==> config.mk <==
export PLATFORM = sky130hd
export DESIGN_NAME = sc_lane_scroll_scheduler
export DESIGN_NICKNAME = d
export VERILOG_FILES = /design/src/rtl/sc_lane_scroll_scheduler.sv
export SDC_FILE = /design/constraint.sdc
export NUM_CORES = 1
export LEC_CHECK = 0
export ABC_CLOCK_PERIOD_IN_PS = 1800
export BUFFER_PORTS_ARGS = -buffer_cell sky130_fd_sc_hd__clkbuf_2
export CORE_UTILIZATION = 35
export DETAILED_ROUTE_END_ITERATION = 16
export PLACE_DENSITY = 0.6
export SETUP_SLACK_MARGIN = 0.02
export SYNTH_ARGS = -nofsm -noshare
export SYNTH_HDL_FRONTEND = slang
export SYNTH_SLANG_ARGS = --single-unit
==> constraint.sdc <==
create_clock -name SC_LANESCHED_CLOCK_50 -period 1.8 [get_ports SC_LANESCHED_CLOCK_50]
set_input_delay 0 -clock SC_LANESCHED_CLOCK_50 [delete_from_list [all_inputs] [get_ports SC_LANESCHED_CLOCK_50]]
set_output_delay 0 -clock SC_LANESCHED_CLOCK_50 [all_outputs]
set_load 0.05 [all_outputs]
==> src/rtl/sc_lane_scroll_scheduler.sv <==
// sc_lane_scroll_scheduler
// Per-lane scroll-period countdowns raise pending requests; one shared
// shift/column-count datapath serves them one lane at a time.
// After the one-cycle LOAD and the WAITSTART hold, each grant takes
// IDLE -> SHIFT -> COUNT.
// Optional build macro SC_LANESCHED_FIXED_PRIORITY_EN: arbitration becomes
// fixed priority (lane 0 highest) and the round-robin pointer is removed.
module sc_lane_scroll_scheduler #(
  parameter int LANE_COUNT   = 4,
  parameter int PERIOD_WIDTH = 8
) (
  input  logic                               SC_LANESCHED_CLOCK_50,
  input  logic                               SC_LANESCHED_RESET_InLow,
  input  logic                               SC_LANESCHED_tick_In,
  input  logic                               SC_LANESCHED_startGame_InLow,
  input  logic                               SC_LANESCHED_pause_InLow,
  input  logic [LANE_COUNT*PERIOD_WIDTH-1:0] SC_LANESCHED_period_InBus,
  input  logic [LANE_COUNT-1:0]              SC_LANESCHED_dir_InBus,
  output logic [2*LANE_COUNT-1:0]            SC_LANESCHED_shiftselection_OutBus,
  output logic                               SC_LANESCHED_upcount_OutLow,
  output logic [LANE_COUNT-1:0]              SC_LANESCHED_grant_OutBus,
  output logic [LANE_COUNT-1:0]              SC_LANESCHED_overrun_OutBus
);

  localparam int RW = (LANE_COUNT > 1) ? $clog2(LANE_COUNT) : 1;

  typedef enum logic [2:0] {
    ST_LOAD, ST_WAITSTART, ST_IDLE, ST_SHIFT, ST_COUNT
  } state_t;

  state_t                  r_state, w_state_next;
  logic [PERIOD_WIDTH-1:0] r_cnt [LANE_COUNT];
  logic [LANE_COUNT-1:0]   r_pending, r_overrun, r_grant;
  logic [LANE_COUNT-1:0]   w_set, w_clr, w_grant_onehot;
  logic                    w_cnt_en, w_found, w_grant_fire;
  logic [RW-1:0]           w_grant_idx;
`ifndef SC_LANESCHED_FIXED_PRIORITY_EN
  logic [RW-1:0]           r_rr;
  logic [LANE_COUNT-1:0]   w_rot;
  logic [RW:0]             w_sum;
`endif

  // Countdown enable and per-lane expiry detection.
  always_comb begin
    w_cnt_en = SC_LANESCHED_tick_In && SC_LANESCHED_pause_InLow &&
               (r_state != ST_LOAD) && (r_state != ST_WAITSTART);
    for (int i = 0; i < LANE_COUNT; i++) begin
      w_set[i] = w_cnt_en && (r_cnt[i] == '0) &&
                 (SC_LANESCHED_period_InBus[i*PERIOD_WIDTH +: PERIOD_WIDTH] != '0);
    end
  end

  // Pick the lane to serve next from the pending set.
  always_comb begin
    w_found     = 1'b0;
    w_grant_idx = '0;
`ifdef SC_LANESCHED_FIXED_PRIORITY_EN
    for (int k = LANE_COUNT - 1; k >= 0; k--) begin
      if (r_pending[k]) begin
        w_found     = 1'b1;
        w_grant_idx = RW'(k);
      end
    end
`else
    // Rotate so bit k means lane (rr + k); the lowest set k is the winner.
    w_rot = LANE_COUNT'({r_pending, r_pending} >> r_rr);
    w_sum = '0;
    for (int k = LANE_COUNT - 1; k >= 0; k--) begin
      if (w_rot[k]) begin
        w_found = 1'b1;
        w_sum   = {1'b0, r_rr} + (RW+1)'(k);
        if (w_sum >= (RW+1)'(LANE_COUNT)) w_sum = w_sum - (RW+1)'(LANE_COUNT);
        w_grant_idx = w_sum[RW-1:0];
      end
    end
`endif
    w_grant_onehot = LANE_COUNT'(1) << w_grant_idx;
  end

  // Next-state and output decode.
  always_comb begin
    // NOTE: every combinational output gets a default first so no path infers a latch.
    w_state_next                       = r_state;
    w_grant_fire                       = 1'b0;
    SC_LANESCHED_shiftselection_OutBus = '1;
    SC_LANESCHED_upcount_OutLow        = 1'b1;
    SC_LANESCHED_grant_OutBus          = '0;
    case (r_state)
      ST_LOAD: begin
        SC_LANESCHED_shiftselection_OutBus = '0;
        w_state_next                       = ST_WAITSTART;
      end
      ST_WAITSTART: begin
        if (SC_LANESCHED_startGame_InLow) w_state_next = ST_IDLE;
      end
      ST_IDLE: begin
        if (!SC_LANESCHED_startGame_InLow) begin
          w_state_next = ST_LOAD;
        end else if (SC_LANESCHED_pause_InLow && w_found) begin
          w_grant_fire = 1'b1;
          w_state_next = ST_SHIFT;
        end
      end
      ST_SHIFT: begin
        SC_LANESCHED_grant_OutBus = r_grant;
        for (int i = 0; i < LANE_COUNT; i++) begin
          if (r_grant[i])
            SC_LANESCHED_shiftselection_OutBus[2*i +: 2] =
              SC_LANESCHED_dir_InBus[i] ? 2'b10 : 2'b01;
        end
        w_state_next = ST_COUNT;
      end
      ST_COUNT: begin
        SC_LANESCHED_upcount_OutLow = 1'b0;
        SC_LANESCHED_grant_OutBus   = r_grant;
        w_state_next                = ST_IDLE;
      end
      default: w_state_next = ST_LOAD;
    endcase
    // Outputs go idle the instant reset asserts, not at the next edge.
    if (!SC_LANESCHED_RESET_InLow) begin
      SC_LANESCHED_shiftselection_OutBus = '1;
      SC_LANESCHED_upcount_OutLow        = 1'b1;
      SC_LANESCHED_grant_OutBus          = '0;
    end
    w_clr = w_grant_fire ? w_grant_onehot : '0;
  end

  assign SC_LANESCHED_overrun_OutBus = r_overrun;

  // FSM state register.
  always_ff @(posedge SC_LANESCHED_CLOCK_50 or negedge SC_LANESCHED_RESET_InLow) begin
    // NOTE: sequential state uses non-blocking assignment so every register samples pre-edge values.
    if (!SC_LANESCHED_RESET_InLow) r_state <= ST_LOAD;
    else                           r_state <= w_state_next;
  end

  // Lane countdowns, pending requests and sticky overrun flags.
  always_ff @(posedge SC_LANESCHED_CLOCK_50 or negedge SC_LANESCHED_RESET_InLow) begin
    if (!SC_LANESCHED_RESET_InLow) begin
      // NOTE: the counter array is a handful of flops, so it is reset like any other state.
      for (int i = 0; i < LANE_COUNT; i++) r_cnt[i] <= '0;
      r_pending <= '0;
      r_overrun <= '0;
    end else if (r_state == ST_LOAD) begin
      for (int i = 0; i < LANE_COUNT; i++) begin
        if (SC_LANESCHED_period_InBus[i*PERIOD_WIDTH +: PERIOD_WIDTH] != '0)
          r_cnt[i] <= SC_LANESCHED_period_InBus[i*PERIOD_WIDTH +: PERIOD_WIDTH]
                      - PERIOD_WIDTH'(1);
        else
          r_cnt[i] <= '0;
      end
      r_pending <= '0;
      r_overrun <= '0;
    end else begin
      for (int i = 0; i < LANE_COUNT; i++) begin
        if (w_set[i])
          r_cnt[i] <= SC_LANESCHED_period_InBus[i*PERIOD_WIDTH +: PERIOD_WIDTH]
                      - PERIOD_WIDTH'(1);
        else if (w_cnt_en && r_cnt[i] != '0)
          r_cnt[i] <= r_cnt[i] - PERIOD_WIDTH'(1);
      end
      // A same-cycle set and clear leaves the request pending without overrun.
      r_pending <= w_set | (r_pending & ~w_clr);
      r_overrun <= r_overrun | (w_set & r_pending & ~w_clr);
    end
  end

  // Registered grant and round-robin pointer.
  always_ff @(posedge SC_LANESCHED_CLOCK_50 or negedge SC_LANESCHED_RESET_InLow) begin
    if (!SC_LANESCHED_RESET_InLow) begin
      r_grant <= '0;
`ifndef SC_LANESCHED_FIXED_PRIORITY_EN
      r_rr    <= '0;
`endif
    end else if (r_state == ST_LOAD) begin
      r_grant <= '0;
`ifndef SC_LANESCHED_FIXED_PRIORITY_EN
      r_rr    <= '0;
`endif
    end else if (w_grant_fire) begin
      r_grant <= w_grant_onehot;
`ifndef SC_LANESCHED_FIXED_PRIORITY_EN
      r_rr    <= (w_grant_idx == RW'(LANE_COUNT - 1)) ? '0 : w_grant_idx + RW'(1);
`endif
    end else if (r_state == ST_COUNT) begin
      r_grant <= '0;
    end
  end

endmodule

== Word level (Yosys, flattened, before mapping) ==
Cells that the tools add are included.
Word-level totals
  output and inout port bits: 17
  logic and storage cells: 138
  input bits: 41
  flip-flop bits (word level): 49
Cells by class
  reduce and logical (&&, ||, !) cells: 38
  add/subtract/negate cells: 16
  equal/unequal tests: 8
  muxes and demuxes: 55
  bitwise operators: 6
  shift operators: 2
  $lt $le $gt $ge: 4
Operator list (number)
  $mux 8: 13
  $reduce_bool 8->1: 8
  $sub 8x1->8 const B: 8
  $mux 2: 19
  $logic_not 8->1: 4
  $mux 32: 1
  $mux 4: 8
  $reduce_bool 3->1: 6
  $logic_and 1x1->1: 16
  $pmux 8 s2: 1
  $pmux 3 s5: 1
  $and 4x4->4: 3
  $ge 3x3->1 const B: 3
  $mux 1: 9
  $mux 3: 3
  $or 4x4->4: 2
  $shr 8x2->4: 1
  $sub 2x1->2 const B: 4
  $add 2x2->3 const B: 2
  $eq 3x2->1 const B: 2
  $not 4->4: 1
  $shl 1x2->4 const A: 1
  $add 2x1->3 const B: 1
  $eq 3x1->1 const B: 1
  11 further kinds: 11

== Longest topological paths before layout ==
Gate-level depths: netlist (run 1).
  word-level depth: 14
  gate-level depth with buffers: 8
  depth with buffers taken out: 8

== Least setup slack after synthesis (run 1) ==
OpenSTA, ideal clock, no wires.
  path type: register -> output
  start point: reg r_state[1]
  end point: out SC_LANESCHED_shiftselection_OutBus[0]
  cell stages (with the launch flop): 6
  required time: 1.800 ns
  slack: -0.298 ns
  arrival time: 2.098 ns
  path buffers: 2
  path through: dfrtp_1 > buf_2 > and3b_1 > clkbuf_1 > and3_1 > o21ai_0
Between the ends
  longest elaborated chain between the ends: 3
  elaborated cells between the ends (all ways): 4
  classes of those cells: eq/ne: 1; mux: 2; reduce/logical: 1
Ends and longest elaborated chain
  from (decl): line 31  | state_t r_state, w_state_next;
  from (signal assigned): line 135  | else r_state <= w_state_next;
  $eq 3x2->1 / $logic_not 3->1 (equally long branches): line 88  | case (r_state)
  $pmux 8 s2 *: line 88
  $mux 8 *: line 121  | if (!SC_LANESCHED_RESET_InLow) begin
  to (decl): line 19  | output logic [2*LANE_COUNT-1:0] SC_LANESCHED_shiftselection_OutBus,
Mark *: on every way between the ends. The rest lies on a longest branch, timed or not.

== Worst setup path in the final report (run 1) ==
  start point: reg r_cnt[13] (netlist bit)
  end point: reg r_cnt[10] (netlist bit)
Between the ends
  longest elaborated chain between the ends: 5
  elaborated cells between the ends (all ways): 8
  classes of those cells: mux: 2; reduce/logical: 6
Ends and longest elaborated chain
  from (decl): line 32  | logic [PERIOD_WIDTH-1:0] r_cnt [LANE_COUNT];
  from (signal, indexed assignment): line 148  | r_cnt[i] <= SC_LANESCHED_period_InBus[i*PERIOD_WIDTH +: PERIOD_WIDTH]
  from (signal, indexed assignment): line 158  | r_cnt[i] <= SC_LANESCHED_period_InBus[i*PERIOD_WIDTH +: PERIOD_WIDTH]
  from (signal, indexed assignment): line 161  | r_cnt[i] <= r_cnt[i] - PERIOD_WIDTH'(1);
  $logic_not 8->1: line 48  | w_set[i] = w_cnt_en && (r_cnt[i] == '0) &&
  $logic_and 1x1->1 (2 in series): line 48
  $mux 8: line 157  | if (w_set[i])
  $mux 32: line 145  | end else if (r_state == ST_LOAD) begin
Several ways; a longest one is shown, not always the timed one.
A chain may end at the register's enable or synchronous reset.

==> results of run 1 <==
## final timing paths
path / from / slack [ns] / endpoint
worst max-delay path: r_cnt[13] / -0.02 / r_cnt[10]
worst min-delay path: SC_LANESCHED_period_InBus[8] / 0.06 / r_cnt[16]
worst max register to register: r_cnt[13] / -0.02 / r_cnt[10]
worst min register to register: SC_LANESCHED_overrun_OutBus[1] / 0.50 / SC_LANESCHED_overrun_OutBus[1]
max in group asynchronous: SC_LANESCHED_RESET_InLow / 0.77 / r_cnt[26]
min in group asynchronous: SC_LANESCHED_RESET_InLow / 0.10 / r_cnt[18]
## power groups by stage
stage / clock network (mW) / registers (mW) / logic [mW]
final: 0.681 / 1.95 / 6.40
after global routing: 0.752 / 2.01 / 6.91
after CTS: 0.701 / 1.90 / 5.38
after detailed placement: 0 / 1.88 / 4.70
after global placement: 0 / 1.86 / 4.59
after floorplan: 0 / 1.86 / 2.97
## cells by family (layout without fill, tap and decap cells)
logic type      count (synthesis)  in the layout  share of synthesized area [%]
flops                          49             49                           33.0
simple gates                  156            157                           22.9
compound gates                125            125                           24.7
mux                             8              8                           2.60
xor+xnor                       23             23                           5.43
buf+inv                        41            184                           4.65
fa+ha+maj                      20             20                           6.74
## cell usage after synthesis (3+ instances only)
master	instances
buf_2	9
o21ai_1	14
o32ai_1	7
nor2_1	31
nor4_2	3
mux2_1	4
nand2_1	41
o22ai_1	31
or2_2	3
or3_1	8
a221o_1	3
dfrtp_1	49
inv_1	22
clkbuf_1	8
and2_1	7
o21a_1	3
and3_1	7
a21oi_1	4
nand3_1	5
nor3b_1	9
nor3_1	15
nor4_1	5
o21ai_0	10
a21o_1	7
ha_1	20
or4_1	3
xnor2_1	13
or2_0	3
a22o_1	21
xor2_1	10
nand4_1	3
## through the flow
step / hold WS, ns / area, µm² / TNS, ns / util, %
detailed placement: -0.122 / 4730 / -0.645 / 45.9
global placement: -0.124 / 4730 / -0.168 / 45.9
global route: 0.0720 / 5530 / -1.55 / 53.6
floorplan: -0.296 / 3800 / 0 / -
CTS: 0.0561 / 5130 / -0.0449 / 49.7
finish: 0.0578 / 5530 / -0.0637 / 53.6
## state kept, by name, summed over array words and instances, names as in the netlist
name / cells
SC_LANESCHED_overrun_OutBus: 4
r_grant: 4
r_rr: 2
r_pending: 4
r_cnt: 32
r_state: 3
## critical path, cell delays in order (launching register included)
cell and delay (ns):
dfrtp_1 0.42, nor4_4 0.33, nand4_1 0.18, o21ai_2 0.24, buf_4 0.17, nor3b_2 0.04, a221o_1 0.34
## metal layers
metal | GRT usage [%] | vias up | share of wire [%]
met1 | 24.9 | 1820 | 47
met5 | 0 | - | 0
li1 | - | 1875 | -
met4 | 4.33 | 0 | 0.69
met3 | 2.06 | 6 | 2.6
met2 | 31.6 | 72 | 49
## area by class of cell
| type | count | area (µm²) | share of cell area (%) |
|---|---|---|---|
| inverters | 22 | 82.6 | 1.49 |
| well taps | 136 | 170 | 3.08 |
| multi-input cells | 333 | 2760 | 49.9 |
| repair buffers | 155 | 1200 | 21.7 |
| clock buffers | 7 | 86.3 | 1.56 |
| flip-flops and latches | 49 | 1230 | 22.3 |
## timing repair
| action | in CTS | in global routing |
|---|---|---|
| gates resized for setup | 60 | 79 |
| pin swaps | 17 | 35 |
| buffers inserted | 10 | 13 |
| hold buffers | 2 | 0 |
| setup endpoints to repair | 40 | 54 |
| gates cloned | 1 | 1 |
| endpoints found under the hold margin | 4 | 0 |
==> out/metrics.yaml, run 1 <==
yosys:
  synthArstFlopShare_pct: 100
  yosys_warnings: 0
  synth_edf_count: 0
  synth_area_leader_cell: "dfrtp_1"
  ys_types: 63
  netlist.area_leader.share_pct: 33.0
  ys.flop_type: "dfrtp_1"
  yosys-top-cells-area: "dfrtp_1 (33%), ha_1 (6.7%), o22ai_1 (5.2%)"
  ys_ff_latch: 49
  synth.net_count: 483
  syn-cell-area_um2: 3710
  synth_area_per_cell_um2: 8.79
  ys_seq_area_share_pct: 33.0
  synth_cells: 422
critical_path:
  crit_fanout: 3
  worstPathRequired_ns: 2.00
  crit_path_start_kind: "flop"
  rr_worst_depth: 6
  critPathKind: "flop to flop"
  cp_data_arrival_time_ns: 2.02
  end_kind: "flop"
power:
  p_comb_share_pct: 70.9
  powerDensity_nw_per_um2: 1630
  vdd_drop_max_uv: 659
  pwr-share-clk_pct: 7.5
  switchingPower_mw: 3.79
  internal-power_mw: 5.24
  power_leakage_nw: 2.46
  total_power_mw: 9.03
  p_seq_share_pct: 21.6
  swShare_pct: 42.0
floorplanning:
  placement_rows: 37
  fp.dieH_um: 105
  floorplan.initialDensity_pct: 35.9
  io_pins: 58
  die_w_um: 105
  coreArea_um2: 10300
  dieArea_um2: 11000
detailed_routing:
  drtIter0Drc: 155
  drt-wirelength-per-cell_um: 14.8
  drtAntennaViolNets: 0
  drt-vias-per-instance: 5.37
  wirelength_mm: 10.4
  drc: 0
  first_pass_iters: 4
  via_count: 3773
final_layout:
  synthToLayoutAreaGrowth_pct: 49.1
  layout_commonest_cell: "buf_4"
  layout_common_cells: "buf_4 (79), clkbuf_2 (45), dfrtp_1 (44)"
  fin_nets: 627
  fin_cells: 702
  drive_gt1_share_pct: 44.9
  fillers: 931
  diodes: 0
placement:
  place_congestion: 0.846
  post-place-ws_ns: -0.0665
  numPlacedInstances: 669
  numPortBuffers: 57
  dpl.hpwl_mm: 7.32
global_route:
  grt_pass1_wl_mm: 16.7
  grt_usage_pct: 18.5
  grt_overflow_total: 0
  grt_max_degree: 47
  antenna_found_initial: 0
  first_global_vias: 3649
clock_network:
  cts_root_buffer: "clkbuf_8"
  clock_latency_ns: 0.31
  cts_tree: "built"
  h-tree-depth: 2
  clock_path_buffers: 2
  cts.clk_slew.worst_paths_ns: 0.09
  cts_sinks: 49
  numCtsBuffers: 5
flow_run:
  maxCapViolations: 0
hold_path:
  hold_path.class: "input port to flop"
  hold_path_depth: 3
timing:
  relSlewSlack_pct: 59.8
  clock_skew_ns: 0.00861
  hold_viol: 0
  worst_slack_ns: -0.0189
  period_share_pct: 101
  period_needed_ns: 1.82
  drv_slew: 0
  rsz0062_at_grt: "yes"
  tightest_slew_ns: 0.603
  fmax_ghz: 0.550
  setup_violations: 4
outcome:
  outcome: "finished, violations left"
  violations: "negative setup slack"
Power figures use the tool's default switching activity.
==> inputs of run 2 (changes only) <==
--- a/config.mk
+++ b/config.mk
@@ -7,9 +7,11 @@
 export LEC_CHECK = 0
 export ABC_CLOCK_PERIOD_IN_PS = 1800
 export BUFFER_PORTS_ARGS = -buffer_cell sky130_fd_sc_hd__clkbuf_2
-export CORE_UTILIZATION = 35
+export CELL_PAD_IN_SITES_DETAIL_PLACEMENT = 0
+export CELL_PAD_IN_SITES_GLOBAL_PLACEMENT = 2
+export CORE_UTILIZATION = 31
 export DETAILED_ROUTE_END_ITERATION = 16
-export PLACE_DENSITY = 0.6
+export PLACE_DENSITY = 0.8
 export SETUP_SLACK_MARGIN = 0.02
 export SYNTH_ARGS = -nofsm -noshare
 export SYNTH_HDL_FRONTEND = slang
==> out/metrics.yaml, run 2 (synthesis results as in run 1) <==
outcome:
  outcome: "finished, violations left"  # unchanged
  violations: "design-rule violations, negative setup slack"  # was negative setup slack
critical_path:
  rr_endpoint: "r_cnt[21]"  # was r_cnt[10]
  crit_fanout: 7  # was 3
  slowest_stage: "dfrtp_1"  # unchanged
  path_buf_inv: 1  # unchanged
  crit_top_cell: "nor4b_4"
  critPathKind: "flop to flop"  # unchanged
  r2r_slack_ns: -0.07  # was -0.02 ns
  cp_top_family: "simple AND/OR/NAND/NOR gates"  # was compound AO/OA/AOI/OAI gates
  worstPathRequired_ns: 1.97  # was 2.00 ns
  end_kind: "flop"  # unchanged
  r2r-start: "r_cnt[16]"  # was r_cnt[13]
  cp-endpoint: "r_cnt[21]"  # was r_cnt[10]
  slowest_delay_ns: 0.39  # was 0.42 ns
  crit_chain: "inv_2 > ha_4 > nor4b_4 > nand4_1 > a21o_4 > nor4b_4 > a211o_1"  # was nor4_4 > nand4_1 > o21ai_2 > buf_4 > nor3b_2 > a221o_1
  cp_data_arrival_time_ns: 2.03  # was 2.02 ns
  crit_path_start_kind: "flop"  # unchanged
  rr_worst_depth: 7  # was 6
  crit_start: "r_cnt[16]"  # was r_cnt[13]
  path_depth: 7  # was 6
placement:
  numPlacedInstances: 682  # was 669
  placedInstanceArea_um2: 4790  # was 4730 µm²
  numPortBuffers: 57  # unchanged
  dpl.hpwl_mm: 7.75  # was 7.32 mm
  place_congestion: 0.821  # was 0.846
final_layout:
  fin_nets: 633  # was 627
  fin_cells: 715  # was 702
  layout_common_cells: "buf_4 (76), dfrtp_1 (49), clkbuf_2 (49)"  # was buf_4 (79), clkbuf_2 (45), dfrtp_1 (44)
  diodes: 0  # unchanged
  largest-register: "r_cnt"  # unchanged
  drive_gt1_share_pct: 43.7  # was 44.9%
  synthToLayoutAreaGrowth_pct: 51.6  # was 49.1%
  final_area_um2: 5630  # was 5530 µm²
  largest_reg_flops: 32  # unchanged
  layout_commonest_cell: "buf_4"  # unchanged
  final_util_pct: 48.7  # was 53.6%
timing:
  clock_skew_ns: 0.00428  # was 0.00861 ns
  drv_slew: 0  # unchanged
  hold_viol: 0  # unchanged
  fin_tns_setup_ns: -0.241  # was -0.0637 ns
  rsz0062_at_grt: "yes"  # unchanged
  tightest_slew_ns: 0.470  # was 0.603 ns
  fmax_ghz: 0.536  # was 0.550 GHz
  setup_violations: 9  # was 4
  worst_slack_ns: -0.0662  # was -0.0189 ns
  relSlewSlack_pct: 68.7  # was 59.8%
  period_share_pct: 104  # was 101%
  holdWs_ns: 0.102  # was 0.0578 ns
  period_needed_ns: 1.87  # was 1.82 ns
global_route:
  antenna_found_initial: 0  # unchanged
  grt_usage_pct: 17.1  # was 18.5%
  grt_util_met2_pct: 29.8  # was 31.6%
  use_met1_pct: 22.3  # was 24.9%
  grt_pass1_wl_mm: 17.7  # was 16.7 mm
  grt_max_degree: 36  # was 47
  top_usage_layer: "met2"  # unchanged
  first_global_vias: 3750  # was 3649
  grt_overflow_total: 0  # unchanged
  grt_util_met3_pct: 2.12  # was 2.06%
detailed_routing:
  drt-wirelength-per-cell_um: 15.0  # was 14.8 µm
  wirelength_mm: 10.8  # was 10.4 mm
  drtIter0Drc: 102  # was 155
  drtAntennaViolNets: 0  # unchanged
  drt-vias-per-instance: 5.33  # was 5.37
  first_pass_iters: 11  # was 4
  via_count: 3808  # was 3773
  drc: 12  # was 0
power:
  internal-power_mw: 5.38  # was 5.24 mW
  pwr-share-clk_pct: 10.4  # was 7.5%
  vdd_drop_max_uv: 500  # was 659 µV
  p_comb_share_pct: 68.8  # was 70.9%
  p_seq_share_pct: 20.7  # was 21.6%
  powerDensity_nw_per_um2: 1630  # about the same
  power_leakage_nw: 2.53  # was 2.46 nW
  switchingPower_mw: 3.81  # was 3.79 mW
  swShare_pct: 41.4  # was 42.0%
clock_network:
  cts_root_buffer: "clkbuf_16"  # was clkbuf_8
  cts_sinks: 49  # unchanged
  clock_latency_ns: 0.28  # was 0.31 ns
  cts.clk_slew.worst_paths_ns: 0.07  # was 0.09 ns
  numCtsBuffers: 5  # unchanged
  cts_tree: "built"  # unchanged
  h-tree-depth: 2  # unchanged
  clock_path_buffers: 2  # unchanged
floorplanning:
  placement_rows: 39  # was 37
  io_pins: 58  # unchanged
  die_w_um: 111  # was 105 µm
  fp.dieH_um: 111  # was 105 µm
  coreArea_um2: 11600  # was 10300 µm²
  dieArea_um2: 12400  # was 11000 µm²
  floorplan.initialDensity_pct: 32.1  # was 35.9%
flow_run:
  maxCapViolations: 0  # unchanged
hold_path:
  hold_path.class: "input port to flop"  # unchanged
run 2: changes by cell type in the layout (fill, tap and decap cells not counted), moves of 4 or more:
cell and delta:
dfrtp_1 +5, o21ai_2 -8, clkbuf_2 +4, buf_6 +8, dfrtp_2 -5, buf_8 -5
o21ai_1 +4, clkbuf_16 +5, clkbuf_8 -6
run 2: tightest hold or removal path: cells and delay by family:
kind / cells / cell delay [ns]
compound gates: 1 / 0.09
buf+inv: 1 / 0.11
mux: 1 / 0.15
run 2: layer usage:
layer	vias up	wire length (µm)	part of all wire, %
met5	-	0	0
met4	0	142	1.3
met3	10	278	2.6
met2	68	5350	50
met1	1839	4990	46
li1	1891	-	-
run 2: through the flow:
stage	setup slack, ns	power, mW
final	-0.0662	9.19
after global routing	-0.114	9.82
after CTS	-0.0445	8.30
after detailed placement	-0.102	6.66
after global placement	-0.0992	6.56
after floorplan	0.00622	4.83
run 2: worst min path at each step:
| stage | depth (start not counted) | slack, ns | to | from |
|---|---|---|---|---|
| after floorplan | 0 | -0.30 | SC_LANESCHED_overrun_OutBus[0] | SC_LANESCHED_RESET_InLow |
| after global placement | 1 | -0.11 | r_cnt[18] | SC_LANESCHED_RESET_InLow |
| after detailed placement | 1 | -0.1 | r_cnt[18] | SC_LANESCHED_RESET_InLow |
| after CTS | 3 | 0.1 | r_cnt[8] | SC_LANESCHED_period_InBus[16] |
| after global routing | 3 | 0.10 | r_cnt[8] | SC_LANESCHED_period_InBus[16] |
| final | 3 | 0.10 | r_cnt[8] | SC_LANESCHED_period_InBus[16] |
run 2: timing repair:
item	CTS	global route
gates cloned	1	2
gates resized for setup	46	68
hold buffers	2	0
pin swaps	16	45
endpoints found under the hold margin	15	0
buffers inserted	9	12
endpoints found under the setup margin	44	53
run 2: cell type report:
cell class	count	area, µm²
clock buffer	6	139
clock inverter	1	7.51
fill	1092	5940
inverter	22	82.6
multi-input combinational	334	2780
sequential	49	1230
tap	143	179
timing repair buffer	160	1210
run 2: power by group through the flow:
stage / clock network, mW / registers, mW / logic (mW)
3_3_place_gp: 0 / 1.82 / 4.74
3_5_place_dp: 0 / 1.85 / 4.81
5_1_grt: 1.04 / 1.96 / 6.83
2_1_floorplan: 0 / 1.86 / 2.97
4_1_cts: 0.990 / 1.88 / 5.43
6_report: 0.958 / 1.91 / 6.33
